`src/rtl/bin2bcd_seq.sv`:
```
// Sequential binary-to-BCD converter (shift-and-add-3), one result per valid/ready request.
// The last result is held on o_bcd/o_ovf until the next completion or reset.
module bin2bcd_seq #(
    parameter int unsigned IN_WIDTH = 16
) (
    input  logic                clk,
    input  logic                rst_n,
    input  logic                i_valid,
    input  logic [IN_WIDTH-1:0] i_bin,
    output logic                o_ready,
    output logic                o_valid,
    output logic [15:0]         o_bcd,
    output logic                o_ovf
);

    typedef enum logic [0:0] {StIdle, StShift} state_e;

    state_e              state_q, state_d;
    logic [IN_WIDTH-1:0] shift_q, shift_d;
    logic [19:0]         scratch_q, scratch_d;
    logic [19:0]         scratch_adj, scratch_shl;
    logic [4:0]          cnt_q, cnt_d;
    logic [15:0]         bcd_q, bcd_d;
    logic                ovf_q, ovf_d;
    logic                valid_q, valid_d;

    // Add-3 correction per digit, then shift one binary bit into the scratch.
    always_comb begin
        scratch_adj = scratch_q;
        for (int i = 0; i < 5; i++) begin
            if (scratch_q[4*i +: 4] >= 4'd5) begin
                scratch_adj[4*i +: 4] = scratch_q[4*i +: 4] + 4'd3;
            end
        end
        scratch_shl = {scratch_adj[18:0], shift_q[IN_WIDTH-1]};
    end

    always_comb begin
        state_d   = state_q;
        shift_d   = shift_q;
        scratch_d = scratch_q;
        cnt_d     = cnt_q;
        bcd_d     = bcd_q;
        ovf_d     = ovf_q;
        valid_d   = 1'b0;
        unique case (state_q)
            StIdle: begin
                if (i_valid) begin
                    shift_d   = i_bin;
                    scratch_d = '0;
                    cnt_d     = '0;
                    state_d   = StShift;
                end
            end
            StShift: begin
                shift_d   = shift_q << 1;
                scratch_d = scratch_shl;
                cnt_d     = cnt_q + 5'd1;
                if (cnt_q == 5'(IN_WIDTH - 1)) begin
                    bcd_d   = scratch_shl[15:0];
                    ovf_d   = |scratch_shl[19:16];
                    valid_d = 1'b1;
                    state_d = StIdle;
                end
            end
            default: state_d = StIdle;
        endcase
    end

    always_ff @(posedge clk) begin
        if (!rst_n) begin
            state_q   <= StIdle;
            shift_q   <= '0;
            scratch_q <= '0;
            cnt_q     <= '0;
            bcd_q     <= '0;
            ovf_q     <= 1'b0;
            valid_q   <= 1'b0;
        end else begin
            state_q   <= state_d;
            shift_q   <= shift_d;
            scratch_q <= scratch_d;
            cnt_q     <= cnt_d;
            bcd_q     <= bcd_d;
            ovf_q     <= ovf_d;
            valid_q   <= valid_d;
        end
    end

    assign o_ready = (state_q == StIdle);
    assign o_valid = valid_q;
    assign o_bcd   = bcd_q;
    assign o_ovf   = ovf_q;

endmodule

```
`config.mk`:
```
export PLATFORM = sky130hd
export DESIGN_NAME = bin2bcd_seq
export DESIGN_NICKNAME = d
export VERILOG_FILES = /design/src/rtl/bin2bcd_seq.sv
export SDC_FILE = /design/constraint.sdc
export NUM_CORES = 1
export LEC_CHECK = 0
export ABC_AREA = 1
export BUFFER_PORTS_ARGS = -buffer_cell sky130_fd_sc_hd__buf_4
export CAP_MARGIN = 5
export CORE_UTILIZATION = 57
export CTS_CLUSTER_DIAMETER = 100
export DETAILED_ROUTE_END_ITERATION = 6
export PLACE_DENSITY_LB_ADDON = 0.12
export RECOVER_POWER = 25
export SLEW_MARGIN = 15
export SYNTH_ARGS = -nofsm -noshare
export SYNTH_HDL_FRONTEND = slang
export SYNTH_SLANG_ARGS = --single-unit
```
`constraint.sdc`:
```
create_clock -name clk -period 1.8 [get_ports clk]
set_input_delay 0.09 -clock clk [delete_from_list [all_inputs] [get_ports clk]]
set_output_delay 0.09 -clock clk [all_outputs]
set_load 0.02 [all_outputs]
```
# ---- Word-level counts from Yosys, hierarchy flattened
# Index checks and enable logic that the tools add are counted.
dict set report word_totals {
  regBits 60
  output_inout_bits 19
  elab_cells 39
  in_bits 19
}
dict set report op_classes {
  add_sub_neg 6
  n_bitwise 1
  n_mux 15
  order_cmp 5
  n_eq_ne 2
  reduce_logical 3
}
# operator n
set op_table {}
lappend op_table {{$pmux W20 S2} 1}
lappend op_table {{$pmux W16 S2} 1}
lappend op_table {{$ge A4 B3 Y1 const B} 5}
lappend op_table {{$mux W20} 1}
lappend op_table {{$add A4 B2 Y4 const B} 4}
lappend op_table {{$mux W16} 1}
lappend op_table {{$mux W4} 4}
lappend op_table {{$pmux W5 S2} 1}
lappend op_table {{$add A5 B1 Y5 const B} 1}
lappend op_table {{$eq A5 B4 Y1 const B} 1}
lappend op_table {{$mux W5} 1}
lappend op_table {{$reduce_and A2 Y1} 2}
lappend op_table {{$reduce_or A4 Y1} 1}
lappend op_table {{$add A3 B2 Y3 const B} 1}
lappend op_table {{$mux W1} 3}
lappend op_table {{$mux W3} 1}
lappend op_table {{$ne A2 B2 Y1 const B} 1}
lappend op_table {{$pmux W1 S2} 1}
lappend op_table {{$not A1 Y1} 1}

# ---- Logic depth before layout (Yosys ltp)
dict set report depth {
  ltp_word 3
  depth_mapped 11
  mapped_depth_nobuf 11
}

# ---- Worst setup path after synthesis
# Ideal clock, no wire load.
dict set report synth_path {
  kind {reg-to-reg}
  start {register cnt_q[0]}
  end {register bcd_q[0], in the netlist o_bcd[0]}
  stages_incl_launch_ff 10
  setup_ps 117
  required_ps 1683
  n_path_buf 1
  synth_period_minus_slack_ps 1470
  setup_slack_ps 330
  arrival_ps 1353
  path_cell_list {dfxtp_1 -> ha_1 -> nand2_1 -> nor2_1 -> ha_1 -> nand2_2 -> inv_2 -> nor2_4 -> buf_2 -> a22o_1}
}
dict set report synth_between {
  elab_chain_len 2
}
# element line
set synth_rtl {}
lappend synth_rtl {{from (decl)} 22} ;# logic [4:0] cnt_q, cnt_d;
lappend synth_rtl {{from (signal assigned)} 83} ;# cnt_q <= cnt_d;
lappend synth_rtl {{$eq A5 B4 Y1} 59} ;# if (cnt_q == 5'(IN_WIDTH - 1)) begin
lappend synth_rtl {{$reduce_and A2 Y1 (no line)} -}
lappend synth_rtl {{to (signal assigned)} 76} ;# bcd_q <= '0;
lappend synth_rtl {{to (signal assigned)} 84} ;# bcd_q <= bcd_d;
lappend synth_rtl {{to (decl)} 23} ;# logic [15:0] bcd_q, bcd_d;
# No other way between the ends.
# A chain may end at the register's enable or synchronous reset.

# ---- Final worst setup path
dict set report layout_path {
  start {register state_q}
  end {output port o_ready}
}
dict set report layout_between {
  elab_chain_len 1
}
# element line
set layout_rtl {}
lappend layout_rtl {{from (decl)} 18} ;# state_e state_q, state_d;
lappend layout_rtl {{from (signal assigned)} 72} ;# state_q <= StIdle;
lappend layout_rtl {{from (signal assigned)} 80} ;# state_q <= state_d;
lappend layout_rtl {{$not A1 Y1} -}
lappend layout_rtl {{to (decl)} 10} ;# output logic o_ready,
# No other way between the ends.

==> qor.yml <==
synthesis:
  ys_types: 25
  synth_edf_count: 0
  syn_area_mm2: 0.002849
  async_flop_share_pct: 0
  yosysWarnings: 0
  synth_seq_cells: 60
  postSynthNetCount: 434
  syn_inst: 403
  synth_ff_type: "dfxtp_1"
  syn_area_per_cell_um2: 7.069
  seq_area_frac_synth_pct: 42.16
clock_network:
  cts_setup_buffers: 0
  path_clk_slew_ns: 0.07
  ctsResizeCount: 0
  clk_path_buf_depth: 2
  h-tree-depth: 3
  cts_made_buffers: 9
  cts_sinks: 60
  clock_latency_ns: 0.35
  cts_root_buf: "clkbuf_8"
  cts_tree: "yes"
  cts_hold_buf: 0
pwr:
  ir_worst_vdd_mv: 0.6492
  p_leak_nw: 1.537
  power_density_mw_per_mm2: 897.2
critical_path:
  cp-start-kind: "flop"
  end_kind: "primary output"
  cp.required_ns: 1.71
  cp.arrival_ns: 1.55
  crit_type: "flop to primary output"
  cp_max_fo: 19
  path_cells: "inv_1, buf_4"
  cpMaxStageDelayCell: "dfxtp_1"
  cpPeakStageDelay_ns: 0.56
sta:
  setup_tns_ns: 0
  hold_viol_final: 0
  slew_violations: 0
  clock_skew_ns: 0.01079
  setup_viol: 0
  relSlewSlack_pct: 63.74
  grt_setup_unrepaired: "no"
  fin_crit_sh_pct: 91.27
  worst_pin_slew_ns: 0.5433
  fin_crit_ns: 1.643
  fmax_ghz: 0.6087
global_routing:
  grt_pass1_vias: 2326
  grt_start_max_net_pins: 26
  grt-ovfl-total: 0
  antenna_found_initial: 0
  globalRouteTotalUtil_pct: 25.10
  grt_pass1_wl_mm: 10.05
floorplan:
  start_util_pct: 59.92
  core_area_mm2: 0.004755
  die_area_mm2: 0.005285
  die_w_um: 72.70
  rows: 25
  die_h_um: 72.70
  num_io_pins: 38
outcome:
  status: "completed"
route:
  ant_nets: 0
  wl_mm: 6.089
  drt-wirelength-per-cell_um: 11.92
  vias: 2631
  drt_iter0_markers: 142
  dr.pass1.iters: 4
  vias_per_cell: 5.149
  drc: 0
layout:
  final_common_cell: "nand2_1"
  drive_gt1_share_pct: 10.59
  num_antenna_cells: 0
  final_nets: 470
  area_delta_synth_final_pct: 16.34
  final_cell_mix: "129 x nand2_1, 60 x dfxtp_1, 53 x inv_1, 45 x nand3_1, 31 x a21oi_1"
  fin_area_mm2: 0.003314
  fin_util_pct: 69.71
min_path:
  hp-class: "primary input to flop"
placed_design:
  gp_congestion: 0.8325
  dp_hpwl_mm: 4.006
  port_buffers: 37
  placed_area_mm2: 0.003147
run:
  drv_cap: 0
## cells in the mapped netlist (4+ instances only)
master / n / area share (%)
dfxtp_1: 60 / 42
buf_2: 7 / 1.2
o211ai_1: 4 / 1.1
a22o_1: 4 / 1.2
nand2_1: 129 / 17
nor2_1: 13 / 1.7
buf_4: 4 / 1.1
a22oi_1: 6 / 1.6
inv_1: 52 / 6.9
nand3_1: 45 / 7.9
o21ai_0: 15 / 2.6
ha_1: 12 / 5.3
a21oi_1: 31 / 5.4
## final cells by class
cell class / count / area [um2]
sequential: 60 / 1201
timing repair buffer: 42 / 247.7
tap: 67 / 83.83
multi-input combinational: 271 / 1340
inverter: 55 / 206.4
clock inverter: 4 / 70.07
clock buffer: 12 / 165.2
fill: 447 / 1440
## routing by layer
metal  part of all wire, %  vias up  track usage, %
li1                      -     1360               -
met1                    44     1187           28.02
met2                    49       76           43.61
met3                   5.7        8           8.840
met4                   1.5        0           10.02
met5                     0        -               0
## kinds of logic after synthesis
group | after synthesis | share of synthesized area (%)
AO/OA/AOI/OAI | 62 | 12.65
AND/OR/NAND/NOR | 197 | 29.03
adder cells (fa/ha/maj) | 12 | 5.270
buffers and inverters | 72 | 10.89
flip-flops | 60 | 42.16
## metrics by stage
step           power [mW]  setup slack, ns  cells  hold WS [ns]
3_3_place_gp        1.579           0.2464    495        0.3910
6_report            2.974           0.1571    511       0.03711
5_1_grt             3.073          0.05625    511       0.05110
2_1_floorplan       1.524           0.3300    403        0.2569
3_5_place_dp        1.582           0.2049    495        0.3899
4_1_cts             2.996           0.2001    511       0.01448
## worst max-delay path, delay by kind of cell (launching register included)
kind     cells  cell delay [ns]
buf+inv      2             0.64
flops        1             0.56
## path summary, 6_finish.rpt
| path | end | depth (start not counted) | from | slack, ns |
|---|---|---|---|---|
| hold reg to reg | o_bcd[2] | 2 | o_bcd[2] | 0.45 |
| setup reg to reg | shift_q[14] | 5 | state_q | 0.21 |
| hold / removal | shift_q[0] | 3 | i_bin[0] | 0.04 |
| setup / recovery | o_ready | 2 | state_q | 0.16 |
## sequential cells by signal (all words and copies together) (netlist names)
register / count
scratch_q: 20
o_bcd: 16
shift_q: 16
cnt_q: 5
o_ovf: 1
o_valid: 1
state_q: 1
## power by group
| part | total, mW | switching [mW] | leakage [nW] | internal, mW |
|---|---|---|---|---|
| clock network | 1.42 | 0.535 | 0.122 | 0.888 |
| registers | 1.37 | 0.0184 | 0.486 | 1.35 |
| logic | 0.179 | 0.110 | 0.929 | 0.0694 |
| total | 2.97 | 0.663 | 1.54 | 2.31 |
No activity file was read; power rests on OpenSTA's default activity.
